[src/rtl/regfile_bist.sv]
// Register file BIST: fills all registers with a seeded pattern, reads them back in pairs,
// and reports pass/fail plus the first mismatching address.
module regfile_bist #(
  parameter int NUM_REGS = 32,
  parameter int ADDR_W   = 5,
  parameter int DATA_W   = 32,
  parameter int ZERO_R0  = 1
) (
  input  logic              clk,
  input  logic              reset,
  input  logic              start,
  input  logic [1:0]        mode,
  input  logic [DATA_W-1:0] seed,
  output logic              busy,
  output logic              done,
  output logic              pass,
  output logic [ADDR_W-1:0] fail_addr,
  output logic              RegWrite,
  output logic [ADDR_W-1:0] WriteReg,
  output logic [DATA_W-1:0] WriteData,
  output logic [ADDR_W-1:0] ReadReg1,
  output logic [ADDR_W-1:0] ReadReg2,
  input  logic [DATA_W-1:0] ReadData1,
  input  logic [DATA_W-1:0] ReadData2
);

  localparam logic [1:0] S_IDLE  = 2'd0;
  localparam logic [1:0] S_WRITE = 2'd1;
  localparam logic [1:0] S_READ  = 2'd2;
  localparam logic [1:0] S_DONE  = 2'd3;

  logic [1:0]        state;
  logic [ADDR_W-1:0] idx;
  logic [ADDR_W-1:0] idxOdd;
  logic [1:0]        modeR;
  logic [DATA_W-1:0] seedR;
  logic              lastWrite;
  logic              lastPair;
  logic              mis1;
  logic              mis2;

  function automatic logic [DATA_W-1:0] patFn(input logic [1:0] m,
                                               input logic [DATA_W-1:0] s,
                                               input logic [ADDR_W-1:0] a);
    logic [DATA_W-1:0] ax;
    ax = DATA_W'(a);
    case (m)
      2'd0:    patFn = s;
      2'd1:    patFn = ax ^ s;
      2'd2:    patFn = (DATA_W'(1) << ax[4:0]) ^ s;
      default: patFn = ~ax ^ s;
    endcase
  endfunction

  function automatic logic [DATA_W-1:0] expFn(input logic [1:0] m,
                                               input logic [DATA_W-1:0] s,
                                               input logic [ADDR_W-1:0] a);
    if (ZERO_R0 != 0 && a == '0) expFn = '0;
    else                         expFn = patFn(m, s, a);
  endfunction

  assign idxOdd    = idx + ADDR_W'(1);
  assign lastWrite = (idx == ADDR_W'(NUM_REGS - 1));
  assign lastPair  = (idx == ADDR_W'(NUM_REGS - 2));
  assign mis1      = (ReadData1 != expFn(modeR, seedR, idx));
  assign mis2      = (ReadData2 != expFn(modeR, seedR, idxOdd));

  always_ff @(posedge clk or posedge reset) begin
    if (reset) begin
      state     <= S_IDLE;
      idx       <= '0;
      modeR     <= '0;
      seedR     <= '0;
      pass      <= 1'b0;
      fail_addr <= '0;
    end else begin
      case (state)
        S_IDLE: begin
          if (start) begin
            modeR     <= mode;
            seedR     <= seed;
            pass      <= 1'b0;
            fail_addr <= '0;
            idx       <= '0;
            state     <= S_WRITE;
          end
        end
        S_WRITE: begin
          if (lastWrite) begin
            idx   <= '0;
            state <= S_READ;
          end else begin
            idx <= idx + ADDR_W'(1);
          end
        end
        S_READ: begin
          // Port 1 wins when both halves of the pair mismatch.
          if (mis1) begin
            pass      <= 1'b0;
            fail_addr <= idx;
            state     <= S_DONE;
          end else if (mis2) begin
            pass      <= 1'b0;
            fail_addr <= idxOdd;
            state     <= S_DONE;
          end else if (lastPair) begin
            pass  <= 1'b1;
            idx   <= '0;
            state <= S_DONE;
          end else begin
            idx <= idx + ADDR_W'(2);
          end
        end
        default: state <= S_IDLE;
      endcase
    end
  end

  // Port outputs decode from registered state only, so reset clears them without a clock.
  always_comb begin
    busy      = (state == S_WRITE) || (state == S_READ);
    done      = (state == S_DONE);
    RegWrite  = (state == S_WRITE);
    WriteReg  = '0;
    WriteData = '0;
    ReadReg1  = '0;
    ReadReg2  = '0;
    if (state == S_WRITE) begin
      WriteReg  = idx;
      WriteData = patFn(modeR, seedR, idx);
    end
    if (state == S_READ) begin
      ReadReg1 = idx;
      ReadReg2 = idxOdd;
    end
  end

endmodule

[config.mk]
export PLATFORM = sky130hd
export DESIGN_NAME = regfile_bist
export DESIGN_NICKNAME = d
export VERILOG_FILES = /design/src/rtl/regfile_bist.sv
export SDC_FILE = /design/constraint.sdc
export NUM_CORES = 1
export LEC_CHECK = 0
export ABC_CLOCK_PERIOD_IN_PS = 8200
export CAP_MARGIN = 20
export CELL_PAD_IN_SITES_DETAIL_PLACEMENT = 1
export CELL_PAD_IN_SITES_GLOBAL_PLACEMENT = 1
export CORE_MARGIN = 3
export CORE_UTILIZATION = 41
export CTS_BUF_LIST = sky130_fd_sc_hd__clkbuf_16
export DETAILED_ROUTE_END_ITERATION = 8
export PLACE_DENSITY = 0.95
export SLEW_MARGIN = 20
export SYNTH_ARGS = -nofsm -noshare
export SYNTH_HDL_FRONTEND = slang
export SYNTH_SLANG_ARGS = --single-unit
export TNS_END_PERCENT = 10
[constraint.sdc]
create_clock -name clk -period 8.2 [get_ports clk]
set_input_delay 1.23 -clock clk [delete_from_list [all_inputs] [get_ports clk]]
set_output_delay 1.23 -clock clk [all_outputs]
set_load 0.05 [all_outputs]
==> flow_metrics.env <==
export IMPL_power_density_nw_per_um2=412
export IMPL_utilization_pct=53.7
export IMPL_cap_viol_max_count=0
export IMPL_syn_inst=827
export IMPL_grt_pass1_vias=7560
export IMPL_cts_max_level=2
export IMPL_hold_class="reg -> reg"
export IMPL_setup_viol=0
export IMPL_synthArstFlopShare_pct=100
export IMPL_min_period_over_period_pct=68.0
export IMPL_antenna_found_initial=0
export IMPL_dr_total_vias=7615
export IMPL_wl_per_cell_um=24.4
export IMPL_slew_viol_final=0
export IMPL_start_util_pct=42.6
export IMPL_cts_resized_gates=0
export IMPL_ys_seq_area_share_pct=17.8
export IMPL_gr_usage_met3_pct=5.17
export IMPL_finalWirelength_mm=27.8
export IMPL_vdd_drop_max_v=0.000163
export IMPL_ys_ff_latch=47
export IMPL_track_usage_pct=30.0
export IMPL_critPathArrivalTime_ns=5.77
export IMPL_period_needed_ns=5.57
export IMPL_cts_hold_buf=0
export IMPL_holdWs_ns=0.552
export IMPL_synth_area_leaders="dfrtp_1, mux2_2, xnor2_1"
export IMPL_crit_type="reg -> reg"
export IMPL_cts_buffer_depth=2
export IMPL_numCtsBuffers=5
export IMPL_cts_root_buf="clkbuf_16"
export IMPL_finalNonFillerCells=1140
export IMPL_drive_gt1_share_pct=9.26
export IMPL_setup_tns_ns=0
export IMPL_synth_area_um2=6600
export IMPL_synth_nets=940
export IMPL_p_leak_nw=3.06
export IMPL_endpoint_kind="register"
export IMPL_worstSkewPairLatency_ns=0.31
export IMPL_rsz0062_at_grt="false"
export IMPL_status="finished, final reports clean"
export IMPL_syn_avg_cell_area_um2=7.98
export IMPL_final_setup_worst_slack_ns=2.63
export IMPL_worst_pin_slew_ns=0.959
export IMPL_die_area_um2=17600
export IMPL_rows=45
export IMPL_cts_setup_buffers=0
export IMPL_dp_hpwl_mm=20.6
export IMPL_synth_ff_type="dfrtp_1"
export IMPL_port_buffers=156
export IMPL_busiest_layer="met2"
export IMPL_relSlewSlack_pct=36.1
export IMPL_first_iter_violations=863
export IMPL_fin_nets=1041
export IMPL_fin_skew_ns=0.0187
export IMPL_drc=0
export IMPL_ios=157
export IMPL_max_freq_mhz=179
export IMPL_grt_max_degree=56
export IMPL_cts_tree="yes"
export IMPL_drt_vias_per_instance=6.68
export IMPL_firstDrtPassIters=5
export IMPL_ys_types=91
export IMPL_hold_viol_final=0
export IMPL_grt_ovfl_total=0
export IMPL_ant_nets=0
export IMPL_worstSetupStartpointType="register"
export IMPL_n_antenna_cell=0
export IMPL_synth_most_common_cell="nor2_1"
export IMPL_synth_warnings=0
export IMPL_core_um2=15500
export IMPL_routabilityCongestion=0.954
export IMPL_cts_sinks=47
export IMPL_dp_slack_ns=3.12
export IMPL_use_met1_pct=40.6
export IMPL_met2_usage_pct=48.6
export IMPL_yosys_top_cells_count="nor2_1, xnor2_1, dfrtp_1"
export IMPL_die_h_um=133
export IMPL_clk_pin_slew_ns=0.08
export IMPL_grt_pass1_wl_mm=42.8
export IMPL_yosysTopAreaCell="dfrtp_1"
export IMPL_synth_top_area_share_pct=17.8
export IMPL_cp_max_fo=14
export IMPL_syn_to_final_growth_pct=25.9
export IMPL_placedCellCount=1132
export IMPL_nFillCells=1846
export IMPL_die_w_um=133
export IMPL_synth_edf_count=0
export IMPL_worstPathRequired_ns=8.40
-- report_power, final --
group | switching (mW) | leakage, nW | internal (mW)
clock | 0.102 | 0.0804 | 0.145
combinational | 1.59 | 2.40 | 0.979
sequential | 0.275 | 0.577 | 0.329
total | 1.97 | 3.06 | 1.45
-- cell usage in the layout, fill, tap and decap left out, drive strengths merged, types with 12 or more instances in the layout --
master	instances
a31oi	12
mux2	47
nor3	14
clkdlybuf4s50	156
o21ai	50
nand3	29
nor4	14
inv	23
xnor2	53
and2	31
a211oi	18
xor2	36
nand2	36
nand4	14
a22oi	13
dfrtp	47
nor2	79
ha	12
a21oi	33
-- routing by layer --
metal | vias to the layer above | wire length [µm]
met1 | 3706 | 11500
met2 | 522 | 12500
met4 | 0 | 990
met3 | 106 | 2750
met5 | - | 0
li1 | 3281 | -
-- kinds of logic (layout without fill, tap and decap cells) --
| logic type | count (synthesis) | count (layout) | synth area share (%) |
|---|---|---|---|
| and+or+nand+nor | 293 | 293 | 25.6 |
| DFF | 47 | 47 | 17.8 |
| xor gates and xnor gates | 91 | 91 | 12.8 |
| AOI/OAI and AO/OA | 232 | 232 | 25.2 |
| muxes | 56 | 56 | 9.39 |
| adders and majority gates | 12 | 12 | 2.28 |
| buffers and inverters | 96 | 198 | 6.92 |
-- path summary, 6_finish.rpt --
| path | slack [ns] | cells past startpoint | start | endpoint |
|---|---|---|---|---|
| worst min-delay path | 0.55 | 2 | fail_addr[0]$_DFFE_PP0P_ | fail_addr[0]$_DFFE_PP0P_ |
| min in group asynchronous | 1.39 | 2 | reset | fail_addr[1]$_DFFE_PP0P_ |
| worst min register to register | 0.55 | 2 | fail_addr[0]$_DFFE_PP0P_ | fail_addr[0]$_DFFE_PP0P_ |
| max in group asynchronous | 6.26 | 2 | reset | seedR[9]$_DFFE_PP0P_ |
| worst max register to register | 2.63 | 14 | idx[0]$_DFFE_PP0P_ | idx[4]$_DFFE_PP0P_ |
| worst max-delay path | 2.63 | 14 | idx[0]$_DFFE_PP0P_ | idx[4]$_DFFE_PP0P_ |
-- layout make-up --
cell class / count / area [µm²] / area share, %
inverter: 25 / 95.1 / 1.14
sequential: 47 / 1180 / 14.2
multi-input combinational: 684 / 4970 / 59.8
clock buffer: 5 / 125 / 1.51
clock inverter: 3 / 46.3 / 0.557
tap: 211 / 264 / 3.18
timing repair buffer: 165 / 1630 / 19.6
-- per-stage QoR --
stage	total power, mW	cell area (µm²)
after floorplan	2.33	6600
after global placement	2.97	8140
after detailed placement	3.08	8140
after CTS	3.35	8310
after global routing	3.60	8310
final	3.42	8310
-- flip-flops by register name (all words and copies together), names as in the netlist --
register / flops
seedR: 32
fail_addr: 5
idx: 5
modeR: 2
state: 2
pass: 1
-- critical path, cell delays in order, from the launching register on --
cell and delay, ns:
dfrtp_1 0.63, ha_1 0.62, nand3_1 0.26, inv_1 0.19, ha_1 0.40, nand3b_1 0.39
a211o_1 0.32, a211oi_1 0.50, xor2_1 0.17, o41ai_1 0.45, nand4b_1 0.16, a211oi_2 0.36
nor2b_4 0.41, o21a_2 0.24, mux2_1 0.35
Power figures use the tool's default switching activity.
